File: config.mk
export PLATFORM = sky130hd
export DESIGN_NAME = spi_cmd_master
export DESIGN_NICKNAME = d
export VERILOG_FILES = /design/src/rtl/spi_pkg.sv /design/src/rtl/spi_sclk_gen.sv /design/src/rtl/spi_cmd_master.sv
export SDC_FILE = /design/constraint.sdc
export NUM_CORES = 1
export LEC_CHECK = 0
export CAP_MARGIN = 20
export CORE_MARGIN = 4
export CORE_UTILIZATION = 47
export DETAILED_ROUTE_END_ITERATION = 10
export PLACE_DENSITY = 0.7
export SYNTH_ARGS = -nofsm -noshare
export SYNTH_HDL_FRONTEND = slang
export SYNTH_SLANG_ARGS = --single-unit
export TNS_END_PERCENT = 100
File: constraint.sdc
create_clock -name clk -period 2.56 [get_ports clk]
set_input_delay 0.512 -clock clk [delete_from_list [all_inputs] [get_ports clk]]
set_output_delay 0.512 -clock clk [all_outputs]
set_load 0.005 [all_outputs]
File: src/rtl/spi_pkg.sv
// Shared definitions for the SPI command master: FSM states, frame geometry and opcodes.
package spi_pkg;

    localparam int         FRAME_BITS = 24;
    localparam int         DATA_BITS  = 8;
    localparam logic [7:0] OP_WR      = 8'h41;

    typedef enum logic [2:0] {
        IDLE  = 3'd0,
        SETUP = 3'd1,
        SHIFT = 3'd2,
        HOLD  = 3'd3,
        GAP   = 3'd4
    } spi_state_e;

    function automatic logic [FRAME_BITS-1:0] pack_frame(
        input logic [7:0] opcode,
        input logic [7:0] addr,
        input logic [7:0] wdata
    );
        return {opcode, addr, wdata};
    endfunction

endpackage

File: src/rtl/spi_sclk_gen.sv
// SPI mode-0 clock generator: sclk idles low, toggles every CLK_DIV cycles while enabled,
// and flags the cycle before each rising/falling toggle with a one-cycle strobe.
module spi_sclk_gen #(
    parameter int CLK_DIV = 2
) (
    input  logic clk_i,
    input  logic rst_i,
    input  logic en_i,
    output logic sclk_o,
    output logic rise_o,
    output logic fall_o
);

    localparam int CW = (CLK_DIV > 1) ? $clog2(CLK_DIV) : 1;

    logic [CW-1:0] cnt_q, cnt_d;
    logic          sclk_q, sclk_d;
    logic          tick;

    assign tick = en_i && (cnt_q == CW'(CLK_DIV - 1));

    always_comb begin
        cnt_d  = cnt_q;
        sclk_d = sclk_q;
        if (!en_i) begin
            cnt_d  = '0;
            sclk_d = 1'b0;
        end else if (tick) begin
            cnt_d  = '0;
            sclk_d = ~sclk_q;
        end else begin
            cnt_d  = cnt_q + CW'(1);
        end
    end

    always_ff @(posedge clk_i or posedge rst_i) begin
        if (rst_i) begin
            cnt_q  <= '0;
            sclk_q <= 1'b0;
        end else begin
            cnt_q  <= cnt_d;
            sclk_q <= sclk_d;
        end
    end

    assign sclk_o = sclk_q;
    assign rise_o = tick && !sclk_q;
    assign fall_o = tick && sclk_q;

endmodule

File: src/rtl/spi_cmd_master.sv
// SPI mode-0 command master: sends {opcode, addr, wdata} MSB first and returns the data-phase byte.
// Define SPI_CMD_MASTER_MISO_SYNC_EN to route miso_i through a 2-flop synchronizer.
module spi_cmd_master
    import spi_pkg::*;
#(
    parameter int CLK_DIV   = 2,
    parameter int CSN_SETUP = 5,
    parameter int CSN_HOLD  = 5,
    parameter int CSN_GAP   = 4
) (
    input  logic       clk,
    input  logic       rst,
    input  logic       cmd_valid,
    output logic       cmd_ready,
    input  logic [7:0] cmd_opcode,
    input  logic [7:0] cmd_addr,
    input  logic [7:0] cmd_wdata,
    output logic       rsp_valid,
    output logic [7:0] rsp_rdata,
    output logic       busy,
    output logic       sclk_o,
    output logic       csn_o,
    output logic       mosi_o,
    input  logic       miso_i,
    output spi_state_e state_o
);

    // Handshake: a command is taken on a clk edge where cmd_valid && cmd_ready; cmd_ready is
    // high only in IDLE and nothing is queued. rsp_valid is a single-cycle, unacknowledged pulse.

    spi_state_e            state_q, state_d;
    logic [15:0]           tmr_q, tmr_d;
    logic [4:0]            bit_cnt_q, bit_cnt_d;
    logic [FRAME_BITS-1:0] shift_q, shift_d;
    logic [DATA_BITS-1:0]  rd_sh_q, rd_sh_d;
    logic [DATA_BITS-1:0]  rdata_q, rdata_d;
    logic                  rsp_valid_q, rsp_valid_d;
    logic                  csn_q, csn_d;
    logic                  ready_q, ready_d;

    logic sclk_en, sclk_rise, sclk_fall;
    logic accept, data_phase, sample_en, sample_bit;

    spi_sclk_gen #(
        .CLK_DIV(CLK_DIV)
    ) u_sclk_gen (
        .clk_i (clk),
        .rst_i (rst),
        .en_i  (sclk_en),
        .sclk_o(sclk_o),
        .rise_o(sclk_rise),
        .fall_o(sclk_fall)
    );

    assign sclk_en    = (state_q == SHIFT);
    assign accept     = cmd_valid && ready_q;
    // bit_cnt_q counts completed falling edges, so bits 7..0 are the last eight of the frame.
    assign data_phase = (bit_cnt_q >= 5'(FRAME_BITS - DATA_BITS));

`ifdef SPI_CMD_MASTER_MISO_SYNC_EN
    logic [1:0] miso_sync_q;

    always_ff @(posedge clk or posedge rst) begin
        if (rst) begin
            miso_sync_q <= 2'b00;
        end else begin
            miso_sync_q <= {miso_sync_q[0], miso_i};
        end
    end

    // The synchronized copy of the bit seen at the rising toggle is ready by the falling toggle.
    assign sample_en  = sclk_fall && data_phase;
    assign sample_bit = miso_sync_q[1];
`else
    assign sample_en  = sclk_rise && data_phase;
    assign sample_bit = miso_i;
`endif

    always_comb begin
        state_d     = state_q;
        tmr_d       = tmr_q;
        bit_cnt_d   = bit_cnt_q;
        shift_d     = shift_q;
        rd_sh_d     = rd_sh_q;
        rdata_d     = rdata_q;
        rsp_valid_d = 1'b0;

        unique case (state_q)
            IDLE: begin
                if (accept) begin
                    state_d   = SETUP;
                    tmr_d     = '0;
                    bit_cnt_d = '0;
                    rd_sh_d   = '0;
                    shift_d   = pack_frame(cmd_opcode, cmd_addr, cmd_wdata);
                end
            end
            SETUP: begin
                if (tmr_q == 16'(CSN_SETUP)) begin
                    state_d = SHIFT;
                    tmr_d   = '0;
                end else begin
                    tmr_d = tmr_q + 16'd1;
                end
            end
            SHIFT: begin
                if (sclk_fall) begin
                    shift_d   = shift_q << 1;
                    bit_cnt_d = bit_cnt_q + 5'd1;
                    if (bit_cnt_q == 5'(FRAME_BITS - 1)) begin
                        state_d = HOLD;
                        tmr_d   = '0;
                    end
                end
            end
            HOLD: begin
                if (tmr_q == 16'(CSN_HOLD - 1)) begin
                    state_d     = GAP;
                    tmr_d       = '0;
                    rdata_d     = rd_sh_q;
                    rsp_valid_d = 1'b1;
                end else begin
                    tmr_d = tmr_q + 16'd1;
                end
            end
            GAP: begin
                if (tmr_q == 16'(CSN_GAP - 1)) begin
                    state_d = IDLE;
                    tmr_d   = '0;
                end else begin
                    tmr_d = tmr_q + 16'd1;
                end
            end
            default: begin
                state_d = IDLE;
                tmr_d   = '0;
            end
        endcase

        if (sample_en) begin
            rd_sh_d = {rd_sh_q[DATA_BITS-2:0], sample_bit};
        end
    end

    assign csn_d   = !((state_d == SETUP) || (state_d == SHIFT) || (state_d == HOLD));
    assign ready_d = (state_d == IDLE);

    always_ff @(posedge clk or posedge rst) begin
        if (rst) begin
            state_q     <= IDLE;
            tmr_q       <= '0;
            bit_cnt_q   <= '0;
            shift_q     <= '0;
            rd_sh_q     <= '0;
            rdata_q     <= '0;
            rsp_valid_q <= 1'b0;
            csn_q       <= 1'b1;
            ready_q     <= 1'b0;
        end else begin
            state_q     <= state_d;
            tmr_q       <= tmr_d;
            bit_cnt_q   <= bit_cnt_d;
            shift_q     <= shift_d;
            rd_sh_q     <= rd_sh_d;
            rdata_q     <= rdata_d;
            rsp_valid_q <= rsp_valid_d;
            csn_q       <= csn_d;
            ready_q     <= ready_d;
        end
    end

    assign cmd_ready = ready_q;
    assign rsp_valid = rsp_valid_q;
    assign rsp_rdata = rdata_q;
    assign busy      = (state_q != IDLE);
    assign csn_o     = csn_q;
    assign mosi_o    = shift_q[FRAME_BITS-1];
    assign state_o   = state_q;

endmodule

==> impl_results.md <==
- Crit path buffers/inverters: 1
- Worst Skew: approximately 0.012 ns
- Post-CTS sizing: 0
- Hold_buf cts: 0
- Sequential share of the synthesized area: between 50% and 60%
- DP HPWL: 4630 um
- Total core area: just under 7000 sq um
- Placed cell area: 3880 sq um
- Critical Path RT: ~2 ns
- Met2 usage: roughly 25%
- CTS Sinks: 69
- Cells after DPL: 457
- YS warnings: 0
- Final max-slew violation count: 0
- Met1 GRT Util: between 20 and 25%
- Critical Setup Path Class: reg -> out
- Clk pin slew, worst setup/hold paths: 0.08 ns
- Total grt overflow: 0
- Residual DRC: 0
- Number of global-route vias before repair: 2440
- Non-Filler Instances: 473
- First drt pass iteration count: 4
- Critical path's largest stage delay: approximately 0.49 ns
- I/O Buffers: 44
- # IOs: 45
- Fin util: 60.1%
- Number of max-cap violations: 0
- Setup TNS: 0 ns
- Full die area: 8450 sq um
- Distinct cell type count after synthesis: 46
- Largest area contributor in the netlist: dfrtp_1
- Layout cells sized above 1: 13.0%
- Rel. slew slack: 29.1%
- Wire length per cell: ~14 um
- Floorplan row count: 30
- Root buffer cell: clkbuf_8
- CP delay by family, top: flip-flops
- Initial Utilization: approximately half
- Nets: 404
- Post-synth ARST share: 100%
- Slowest stage cell, crit path: dfrtp_1
- Post-Syn Nets: approximately 360
- Status: completed
- Worst Setup End Kind: output pin
- EDFF count, synth: 0
- Fin crit share: approximately 89%
- GRT Overall Usage: 17.1%
- First-pass GRT wire length: 11700 um
- Mapped cell area: 3310 sq um
- Static Leak: 1.76 nW
- M3 GR Usage: 4.92%
- Top FF cell, synth: dfrtp_1
- Final setup viols: 0
- Worst skew pair latency: 0.34 ns
- DR vias/cell: 5.26
- Avg Cell Area, Syn: 10.2 sq um
- # Post-CTS Setup Buffers: 0
- Synthesis-to-finish area growth: 24.0%
- Vias post-DR: 2487
- Cells after Synth: 326
- Max clock buf depth: 2
- CP cell instances: or3_1, clkdlybuf4s50_1
- Final instance area: 4100 sq um
- RSZ-0062 raised after global routing: false
- Synth cell count leaders: dfrtp_1 (68), nand2_1 (48), o21ai_0 (44)
- TritonCTS clock tree: yes
- Largest net degree at the start of global routing: 50
- Synth top area cells: dfrtp_1 (51%), mux2i_1 (7.3%), o21ai_0 (6.7%)
- Post-route setup slack: roughly 0.28 ns
- Worst min path class: reg -> reg
- Antenna Nets Post-Route: 0
- Clock period minus worst slack: 2.28 ns
- Worst-Margin Slew: 1.06 ns
- VDD IR-drop max: 0.388 mV
- WL final: 6600 um
- WP data arrival: 1.77 ns
- Diode count: 0
- Post-synth top area share: 51.4%
- DR iter-0 viols: 124
- Top Usage Layer GRT: met2
- Most frequent cell after synthesis: dfrtp_1
- Die H: 91.9 um
- Critical path launch point type: flip-flop
- PD cells: 526 nW/um^2
- Pre-CTS setup slack: 0.384 ns
- Crit-path max FO: 11
- Final Hold Viols: 0
- Initial antenna violation count: 0
- Placer congestion estimate: about 0.86
- Die width: around 92 um
- Fmax: approximately 0.44 GHz
- H-Tree Depth: 3
- CTS buffer count: 9
- FF+latch count, synth: 69
cells by family after synthesis:
group / Yosys count / share of synthesized area [%]
buffers and inverters: 26 / 3.44
DFF: 69 / 52.2
xor gates and xnor gates: 11 / 2.91
adders and majority gates: 4 / 1.51
muxes: 33 / 10.3
AOI/OAI and AO/OA: 59 / 10.7
and+or+nand+nor: 124 / 18.9
worst paths after layout:
check                      cells after the start         start  slack [ns]           to
max in group asynchronous                      3           rst        1.41        csn_o
setup reg to reg                               6  bit_cnt_q[0]        0.40    tmr_q[11]
hold reg to reg                                2   shift_q[18]        0.48  shift_q[18]
min in group asynchronous                      2           rst        0.55   shift_q[4]
setup / recovery                               2    state_o[1]        0.28         busy
hold / removal                                 2   shift_q[18]        0.48  shift_q[18]
sequential cells by signal (all words and copies together) (netlist names):
signal and cells:
rsp_valid 1, csn_o 1, rd_sh_q 8, rsp_rdata 8, u_sclk_gen.sclk_o 1, state_o 3, bit_cnt_q 5, tmr_q 16
shift_q 24, u_sclk_gen.cnt_q 1, cmd_ready 1
worst reg2reg max path: stages (launching register included):
cell,delay [ns]
dfrtp_1,0.38
ha_1,0.18
nand4b_1,0.15
o211ai_1,0.89
nand4_1,0.22
xor2_1,0.20
nor2_1,0.05
area by class of cell:
cell class                      instances  area, sq um
Multi-Input combinational cell        231         1480
Tap cell                               96          120
Clock inverter                          7         96.3
Clock buffer                            9          124
Inverter                                9         33.8
Timing Repair Buffer                   52          526
Fill cell                             598         2730
Sequential cell                        69         1730
power by group:
group / switching [mW] / internal [mW] / total (mW)
sequential: 0 / 1.09 / 1.09
clock: 0.437 / 0.554 / 0.991
combinational: 0.0324 / 0.0476 / 0.0801
total: 0.470 / 1.69 / 2.16
routing by layer:
| metal | part of all wire, % | vias up |
|---|---|---|
| met1 | 48 | 1183 |
| met3 | 5.1 | 10 |
| met5 | 0 | - |
| met2 | 45 | 62 |
| met4 | 1.4 | 0 |
| li1 | - | 1232 |
cell usage in the layout, fill, tap and decap left out, types with 2 or more instances in the layout:
master	n
nor3_1	9
inv_1	8
nor3b_2	2
nand3_1	10
buf_12	2
inv_6	2
buf_4	6
a22o_1	2
mux2i_1	24
ha_1	4
or2_2	2
nor2_1	24
nor2_2	2
clkinv_2	2
o21ai_0	44
bufinv_16	2
clkdlybuf4s50_1	44
a21oi_1	2
nand4_1	8
mux2_2	9
clkbuf_8	9
o31ai_1	2
xnor2_1	3
nor4_2	2
nand2_1	48
dfrtp_1	68
xor2_1	8
or3_1	2
and3_1	5
metrics by stage:
stage	total power [mW]	hold slack [ns]
finish	2.16	0.482
global route	2.25	0.514
CTS	2.18	0.488
detailed placement	1.19	0.471
global placement	1.19	0.463
floorplan	1.14	0.450
Note: power is estimated with default switching activity, not from simulation.
